## src/rtl/wvb_trig_qualifier.sv

```systemverilog
// Multi-channel trigger qualifier: fixed-latency edge pipeline with a two-sided
// local-coincidence window, per-channel deadtime and saturating accept/reject counters.
module wvb_trig_qualifier #(
  parameter int unsigned P_N_CH       = 4,
  parameter int unsigned P_LC_MAX     = 31,
  parameter int unsigned P_WIN_WIDTH  = 5,
  parameter int unsigned P_DEAD_WIDTH = 10,
  parameter int unsigned P_CNT_WIDTH  = 32,
  localparam int unsigned SelW        = (P_N_CH > 1) ? $clog2(P_N_CH) : 1
) (
  input  logic                    clk,
  input  logic                    rst_n,
  input  logic                    en,
  input  logic [P_N_CH-1:0]       trig_in,
  input  logic [P_N_CH-1:0]       lc_in,
  input  logic [1:0]              mode,
  input  logic [P_WIN_WIDTH-1:0]  lc_window,
  input  logic [P_DEAD_WIDTH-1:0] dead_len,
  input  logic                    cnt_clr,
  input  logic [SelW-1:0]         cnt_sel,
  output logic [P_N_CH-1:0]       trig_out,
  output logic                    trig_any,
  output logic [P_CNT_WIDTH-1:0]  acc_cnt,
  output logic [P_CNT_WIDTH-1:0]  rej_cnt
);

  typedef enum logic [1:0] {ModePass, ModeLcReq, ModeLcVeto, ModeOff} mode_e;

  localparam int unsigned HistLen = 2 * P_LC_MAX;

  mode_e mode_s;
  assign mode_s = mode_e'(mode);

  logic [P_N_CH-1:0]       trig_prev_q;
  logic [P_N_CH-1:0]       edge_pipe_q [P_LC_MAX];
  logic [P_N_CH-1:0]       edge_pipe_d [P_LC_MAX];
  logic [P_N_CH-1:0]       lc_hist_q   [HistLen];
  logic [P_N_CH-1:0]       lc_hist_d   [HistLen];
  logic [P_N_CH-1:0]       lc_taps     [HistLen+1];
  logic [P_DEAD_WIDTH-1:0] dead_q      [P_N_CH];
  logic [P_DEAD_WIDTH-1:0] dead_d      [P_N_CH];
  logic [P_CNT_WIDTH-1:0]  acc_q       [P_N_CH];
  logic [P_CNT_WIDTH-1:0]  acc_d       [P_N_CH];
  logic [P_CNT_WIDTH-1:0]  rej_q       [P_N_CH];
  logic [P_CNT_WIDTH-1:0]  rej_d       [P_N_CH];
  logic [P_N_CH-1:0]       trig_out_q, trig_out_d;
  logic                    trig_any_q, trig_any_d;
  logic [P_CNT_WIDTH-1:0]  acc_cnt_q, acc_cnt_d;
  logic [P_CNT_WIDTH-1:0]  rej_cnt_q, rej_cnt_d;

  logic [P_N_CH-1:0] edge_new, edge_dec, lc_hit, accept, reject;
  logic [31:0]       win_eff;

  // Edge capture and shift registers for edges and LC history
  always_comb begin
    edge_new = trig_in & ~trig_prev_q & {P_N_CH{en && (mode_s != ModeOff)}};
    edge_pipe_d[0] = edge_new;
    for (int unsigned s = 1; s < P_LC_MAX; s++) begin
      edge_pipe_d[s] = edge_pipe_q[s-1];
    end
    lc_hist_d[0] = lc_in;
    for (int unsigned s = 1; s < HistLen; s++) begin
      lc_hist_d[s] = lc_hist_q[s-1];
    end
    edge_dec = edge_pipe_q[P_LC_MAX-1];
  end

  // Tap k holds lc_in from k cycles before the decision; the edge itself sits at tap P_LC_MAX.
  always_comb begin
    lc_taps[0] = lc_in;
    for (int unsigned k = 1; k <= HistLen; k++) begin
      lc_taps[k] = lc_hist_q[k-1];
    end
    win_eff = 32'(lc_window);
    if (win_eff > P_LC_MAX) begin
      win_eff = P_LC_MAX;
    end
    lc_hit = '0;
    for (int unsigned k = 0; k <= HistLen; k++) begin
      if ((k + win_eff >= P_LC_MAX) && (k <= P_LC_MAX + win_eff)) begin
        lc_hit = lc_hit | lc_taps[k];
      end
    end
  end

  // Decision, deadtime and counters
  always_comb begin
    logic pass;
    logic live;
    logic blocked;
    accept = '0;
    reject = '0;
    for (int unsigned c = 0; c < P_N_CH; c++) begin
      unique case (mode_s)
        ModePass:   pass = 1'b1;
        ModeLcReq:  pass = lc_hit[c];
        ModeLcVeto: pass = !lc_hit[c];
        default:    pass = 1'b0;
      endcase
      live      = edge_dec[c] && (mode_s != ModeOff);
      blocked   = (dead_q[c] != '0);
      accept[c] = live && pass && !blocked;
      reject[c] = live && !(pass && !blocked);

      if (accept[c]) begin
        dead_d[c] = dead_len;
      end else if (blocked) begin
        dead_d[c] = dead_q[c] - 1'b1;
      end else begin
        dead_d[c] = '0;
      end

      acc_d[c] = acc_q[c];
      rej_d[c] = rej_q[c];
      if (cnt_clr) begin
        acc_d[c] = '0;
        rej_d[c] = '0;
      end else begin
        if (accept[c] && (acc_q[c] != '1)) acc_d[c] = acc_q[c] + 1'b1;
        if (reject[c] && (rej_q[c] != '1)) rej_d[c] = rej_q[c] + 1'b1;
      end
    end
    trig_out_d = accept;
    trig_any_d = |accept;

    acc_cnt_d = '0;
    rej_cnt_d = '0;
    for (int unsigned c = 0; c < P_N_CH; c++) begin
      if (cnt_sel == SelW'(c)) begin
        acc_cnt_d = acc_q[c];
        rej_cnt_d = rej_q[c];
      end
    end
  end

  always_ff @(posedge clk or negedge rst_n) begin
    if (!rst_n) begin
      trig_prev_q <= '0;
      for (int unsigned s = 0; s < P_LC_MAX; s++) edge_pipe_q[s] <= '0;
      for (int unsigned s = 0; s < HistLen; s++) lc_hist_q[s] <= '0;
      for (int unsigned c = 0; c < P_N_CH; c++) begin
        dead_q[c] <= '0;
        acc_q[c]  <= '0;
        rej_q[c]  <= '0;
      end
      trig_out_q <= '0;
      trig_any_q <= 1'b0;
      acc_cnt_q  <= '0;
      rej_cnt_q  <= '0;
    end else begin
      trig_prev_q <= trig_in;
      for (int unsigned s = 0; s < P_LC_MAX; s++) edge_pipe_q[s] <= edge_pipe_d[s];
      for (int unsigned s = 0; s < HistLen; s++) lc_hist_q[s] <= lc_hist_d[s];
      for (int unsigned c = 0; c < P_N_CH; c++) begin
        dead_q[c] <= dead_d[c];
        acc_q[c]  <= acc_d[c];
        rej_q[c]  <= rej_d[c];
      end
      trig_out_q <= trig_out_d;
      trig_any_q <= trig_any_d;
      acc_cnt_q  <= acc_cnt_d;
      rej_cnt_q  <= rej_cnt_d;
    end
  end

  assign trig_out = trig_out_q;
  assign trig_any = trig_any_q;
  assign acc_cnt  = acc_cnt_q;
  assign rej_cnt  = rej_cnt_q;

endmodule

```

## config.mk

```make
export PLATFORM = sky130hd
export DESIGN_NAME = wvb_trig_qualifier
export DESIGN_NICKNAME = d
export VERILOG_FILES = /design/src/rtl/wvb_trig_qualifier.sv
export SDC_FILE = /design/constraint.sdc
export NUM_CORES = 1
export LEC_CHECK = 0
export CELL_PAD_IN_SITES_DETAIL_PLACEMENT = 0
export CELL_PAD_IN_SITES_GLOBAL_PLACEMENT = 1
export CORE_MARGIN = 8
export CORE_UTILIZATION = 50
export DETAILED_ROUTE_END_ITERATION = 6
export PLACE_DENSITY_LB_ADDON = 0.1
export SYNTH_ARGS = -nofsm -noshare
export SYNTH_HDL_FRONTEND = slang
export SYNTH_SLANG_ARGS = --single-unit
```

## constraint.sdc

```tcl
create_clock -name clk -period 4.89 [get_ports clk]
set_input_delay 0.7335 -clock clk [delete_from_list [all_inputs] [get_ports clk]]
set_output_delay 0.7335 -clock clk [all_outputs]
set_load 0.05 [all_outputs]
```

======== After elaboration in Yosys (flattened, before gate mapping) ========
Index checks and enable logic that the tools add are counted.
W data, S select, Z words.
word-level totals
  ROM bits ................................ 0
  bits of input ports ..................... 31
  bits in writable memories ............... 0
  output and inout port bits .............. 69
  memories ................................ 0
  register bits ........................... 741
  latch bits .............................. 0
cells by class
  divide/modulo/power cells ............... 0
  multiply operators ...................... 0
  add/subtract/negate cells ............... 74
  muxes and demuxes ....................... 99
  bitwise gates (word level) .............. 65
  reduce and logical (&&, ||, !) cells .... 119
  shift operators ......................... 0
  magnitude comparators ................... 126
  eq/ne operators ......................... 14
operator list
  operator                 number
  $le A6 B32 Y1 const A    30
  $mux W32                 24
  $le A5 B32 Y1 const A    16
  $add A32 B1 Y32 const B  8
  $le A4 B32 Y1 const A    8
  $ne A32 B32 Y1 const B   8
  $mux W4                  63
  $or A4 B4 Y4             62
  $add A6 B5 Y7 const A    31
  $ge A7 B5 Y1 const B     31
  $ge A6 B5 Y1 const B     30
  $le A3 B32 Y1 const A    4
  $add A5 B5 Y6 const A    16
  $logic_and A1 B1 Y1      92
  $mux W10                 8
  $le A1 B32 Y1 const A    2
  $le A2 B32 Y1 const A    2
  $add A4 B5 Y6 const A    8
  $reduce_bool A10 Y1      4
  $sub A10 B1 Y10 const B  4
  $ge A32 B5 Y1 const B    1
  $add A3 B5 Y6 const A    4
  $reduce_bool A2 Y1       8
  $add A2 B5 Y6 const A    2
  other kinds (12)         31

======== Logic depth before layout (Yosys ltp) ========
  depth after elaboration ................. 136
  depth in mapped cells ................... 22
  mapped depth without buffers ............ 15

======== Least setup slack after synthesis ========
No wires, ideal clock.
  kind .................................... input to register
  start point ............................. input lc_window[2]
  end point ............................... register rej_q[33] in the netlist's numbering
  data required time ...................... 4,758 ps
  stages on the path ...................... 19
  path buffers ............................ 6
  slack ................................... -439 ps
  arrival ................................. 5,197 ps
  path through ............................ buf_2 -> buf_2 -> buf_2 -> inv_1 -> ha_1 -> and2_1 -> buf_6 -> or4_1 -> a32o_1 -> a22o_1 -> a32o_1 -> or4_1 -> nor4_4 -> mux2_4 -> o21ai_2 -> clkbuf_1 -> clkbuf_1 -> mux2i_1 -> nor2_1
between the ends
  cells in the longest elaborated chain, start to end .. 135
ends and longest elaborated chain
  element                         RTL line  RTL
  start: declaration              17        input logic [P_WIN_WIDTH-1:0] lc_window,
  $add A5 B5 Y6                   80        if ((k + win_eff >= P_LC_MAX) && (k <= P_LC_MAX + win_eff)) begin
  $le A1 B32 Y1                   80
  $logic_and A1 B1 Y1             80
  $mux W4                         80
  $or A4 B4 Y4                    81        lc_hit = lc_hit | lc_taps[k];
  $mux W4                         80
  $or A4 B4 Y4                    81
  $mux W4                         80
  [... 119 more ...]              -
  $mux W4 *                       80
  $logic_not A1 Y1                97        ModeLcVeto: pass = !lc_hit[c];
  $pmux W1 S3 *                   94        unique case (mode_s)
  $logic_and A1 B1 Y1 *           103       reject[c] = live && !(pass && !blocked);
  $logic_not A1 Y1 *              103
  $logic_and A1 B1 Y1 *           103
  $logic_and A1 B1 Y1 *           120       if (reject[c] && (rej_q[c] != '1)) rej_d[c] = rej_q[c] + 1'b1;
  $reduce_bool A2 Y1 (no line) *  -
  end signal: indexed assignment  157       rej_q[c] <= rej_d[c];
  end: declaration                44        logic [P_CNT_WIDTH-1:0] rej_q [P_N_CH];
Every way passes the cells marked *; elsewhere a longest branch is shown, timed or not.
A chain may end at the register's enable or synchronous reset.

======== Final worst setup path ========
  start point ............................. input lc_window[1]
  end point ............................... register trig_any_q, in the netlist trig_any
between the ends
  cells in the longest elaborated chain, start to end .. 133
ends and longest elaborated chain
  element                              RTL line  RTL
  $add A5 B5 Y6                        80
  $le A1 B32 Y1                        80
  $logic_and A1 B1 Y1                  80
  $mux W4                              80
  $or A4 B4 Y4                         81
  $mux W4                              80
  $or A4 B4 Y4                         81
  $mux W4                              80
  [... 118 more ...]                   -
  $or A4 B4 Y4                         81
  $mux W4 *                            80
  $logic_not A1 Y1                     97
  $pmux W1 S3 *                        94
  $logic_and A1 B1 Y1 * (2 in series)  102       accept[c] = live && pass && !blocked;
  net accept[1]                        51        logic [P_N_CH-1:0] edge_new, edge_dec, lc_hit, accept, reject;
  $reduce_or A4 Y1 *                   124       trig_any_d = |accept;
  net trig_any_d                       47        logic trig_any_q, trig_any_d;
  end signal: assignment               160       trig_any_q <= trig_any_d;
  end: declaration                     47
The timed path passes the listed nets; every way through them passes the cells marked *.

==> reports/qor.csv <==
stage;metric;value;unit
global_routing;vias in the first global route;27700;
layout;Area Growth Syn to Fin;23.0;%
critical_path;critical path's top delay family;buffers and inverters;
layout;design area;0.0413;mm^2
synthesis;Synth cell types;96;
power_and_ir_drop;Power Dens Cells;330;mW/mm^2
critical_path;Worst EP arrival;5.32;ns
cts;Worst-path clk slew;0.06;ns
layout;Fillers;5310;
global_routing;remaining global-route overflow;0;
cts;CTS buffer count;76;
critical_path;critical path fanouts, max;16;
synthesis;Synth area leaders;dfrtp_1 55%, mux4_2 4.3%, a21oi_1 3.1%;
critical_path;CP Class;in2reg;
synthesis;Mapped Area;0.0336;mm^2
synthesis;sequential-to-total area share from yosys stat;55.2;%
synthesis;Post-synth EDFFs;0;
run_status;status;finished clean;
power_and_ir_drop;Leak;17.7;nW
floorplan;Initial Util;50.3;%
critical_path;required time of the critical path;5.40;ns
synthesis;Synth top area share;55.2;%
route;DR vias;27800;
power_and_ir_drop;worst vdd ir;0.375;mV
timing;fin crit period;4.81;ns
route;Detailed Route WL;112;mm
synthesis;Synth Flop Type;dfrtp_1;
layout;register area;0.0185;mm^2
route;drt initial violations;2709;
layout;share of post-route cells with drive strength above 1;20.7;%
place;hpwl dp;82.1;mm
place;routability cong.;1.01;
place;Post-Place Cell Area;0.0383;mm^2
cts;CTS max path bufs;3;
route;DRC;0;
cts;H-tree levels;3;
route;DR WL/cell;25.7;um
critical_path;CP Capture Type;flip-flop;
floorplan;total die area;0.0758;mm^2
floorplan;height of the die;275;um
floorplan;I/O pin cnt;100;
hold_path;hold crit path type;in2async;
critical_path;cell repeated most along the worst path;buf_4;
layout;fin util;61.9;%
timing;Max Slew Vio Count;0;
route;DRT antenna net count;0;
critical_path;Worst path slowest cell;clkdlybuf4s50_1;
critical_path;Crit path largest cell delay;0.51;ns
synthesis;Syn Inst Count;3052;
cts;TritonCTS clock tree;built;
timing;max_slew headroom;30.4;%
layout;Multi-input gate area;0.0144;mm^2
synthesis;asr flop ratio synth;100;%
global_routing;GR Util All Layers;29.7;%
cts;Clock Tree Root;clkbuf_16;
power_and_ir_drop;Power, Total;13.6;mW
cts;CTS Hold Bufs;0;
global_routing;first-pass GRT wire length;171;mm
route;Vias per Instance;6.36;
layout;most frequent cells in the layout;741 x dfrtp_1, 368 x buf_4, 206 x nand2_1;
critical_path;Crit path buffers/inverters;9;
floorplan;chip width;275;um
timing;period utilization;98.4;%
timing;Final TNS setup;0;ns
timing;Worst Clk Skew;0.0461;ns
timing;Final Hold Fails;0;
layout;ant diodes;0;
cts;worst skew pair latency;0.65;ns
timing;Final setup viols;0;
synthesis;largest area contributor in the netlist;dfrtp_1;
cts;clock sinks;741;
critical_path;CP Launch Type;primary input;
floorplan;total core area;0.0668;mm^2
layout;most common cell after layout, fill and taps aside;dfrtp_1;
place;input/output buffers;99;
floorplan;num rows;95;
timing;highest clock rate;208;MHz
critical_path;CP cell instances;clkdlybuf4s50_1 > buf_4 > ha_1 > buf_12 > a21boi_0 > buf_4 > xnor2_1 > o311ai_0 > and3_1 > buf_4 > a221oi_1 > nand4_1 > buf_12 > o311ai_4 > nand2b_4 > buf_12 > buf_4 > inv_1 > or4_1;
synthesis;YS warnings;0;
job;Max Cap Violations;0;
global_routing;largest net degree at the start of global routing;108;
timing;Tightest Pin Transition;1.04;ns
global_routing;initial antenna violation count;2;
route;drt pass-1 iters;5;
layout;nets;3519;
synthesis;synthesis-stage register bit count;741;
synthesis;syn_nets;3124;
synthesis;syn_area_per_cell;11.0;um^2
==> worst register-to-register path, stage by stage, from the launching register on <==
cell     delay [ns]
dfrtp_1        0.48
nand3_1        0.17
nor2_1         0.21
and3_1         0.21
and2_1         0.17
and3_1         0.24
nand4_1        0.52
nor3_1         0.87
buf_4          0.29
nor2_1         0.06
nand4_1        0.09
mux2_2         0.33
==> where the power goes <==
part           internal, mW  switching, mW
Clock                  3.39           2.56
Sequential             6.29          0.127
Combinational         0.498          0.776
Total                  10.2           3.46
==> per-layer routing <==
layer	vias up	wire (um)	global-route usage [%]
met2	1091	53800	48.2
li1	12200	-	-
met1	14200	45500	38.5
met4	4	6230	15.5
met5	-	23	0
met3	287	6810	4.60
==> cells by family after synthesis <==
logic type	synth area share, %
AND/OR/NAND/NOR	18.0
flip-flops	55.2
AO/OA/AOI/OAI	14.5
buffers and inverters	3.16
multiplexers	5.73
XOR/XNOR	1.98
adder cells (fa/ha/maj)	1.53
==> path summary, 6_finish.rpt <==
check	to	slack, ns	from	depth (start not counted)
worst min-delay path	acc_q[112]$_DFFE_PN0P_	0.11	rst_n	1
worst max-delay path	trig_any$_DFF_PN0_	0.08	lc_window[1]	19
worst min register to register	edge_pipe_d[63]$_DFF_PN0_	0.35	edge_pipe_d[67]$_DFF_PN0_	0
max in group asynchronous	lc_hist_d[201]$_DFF_PN0_	3.48	rst_n	2
min in group clk	edge_pipe_d[63]$_DFF_PN0_	0.35	edge_pipe_d[67]$_DFF_PN0_	0
worst max register to register	acc_q[7]$_DFFE_PN0P_	1.12	acc_q[9]$_DFFE_PN0P_	11
==> stage by stage <==
| step | hold slack, ns | std cells | setup WS [ns] |
|---|---|---|---|
| 2_1_floorplan | 0.331 | 3052 | -0.00864 |
| 3_3_place_gp | 0.332 | 4236 | -0.947 |
| 3_5_place_dp | 0.335 | 4236 | -1.00 |
| 4_1_cts | 0.140 | 4370 | 0.00613 |
| 5_1_grt | 0.170 | 4375 | -0.0302 |
| 6_report | 0.106 | 4375 | 0.0797 |
==> state kept, by name, summed over array words and instances (netlist names), 32 cells and up <==
| signal | count |
|---|---|
| rej_q | 128 |
| lc_hist_d | 244 |
| rej_cnt | 32 |
| dead_q | 40 |
| acc_q | 128 |
| acc_cnt | 32 |
| edge_pipe_d | 120 |
==> cell usage after synthesis, types with 72 or more instances <==
master / instances
nand4_1: 79
a21oi_1: 206
dfrtp_1: 741
or3_1: 87
and3_1: 88
o31ai_1: 72
or4_1: 82
clkbuf_1: 131
inv_1: 90
nand2_1: 206
nor2_1: 160
o21ai_0: 118
nand3_1: 134
==> final cells by class <==
type | count | area share [%]
Inverter | 91 | 0.833
Clock inverter | 24 | 0.851
Timing Repair Buffer | 493 | 10.4
Multi-Input combinational cell | 2044 | 34.9
Tap cell | 873 | 2.64
Clock buffer | 109 | 5.48
Sequential cell | 741 | 44.9
==> repair_timing <==
action	in CTS	in global routing
endpoints found under the setup margin	78	260
cloned	1	1
resized for setup	17	58
setup buffers	0	4
hold endpoints to repair	0	0
pin swaps	2	7
No activity file was read; power rests on OpenSTA's default activity.
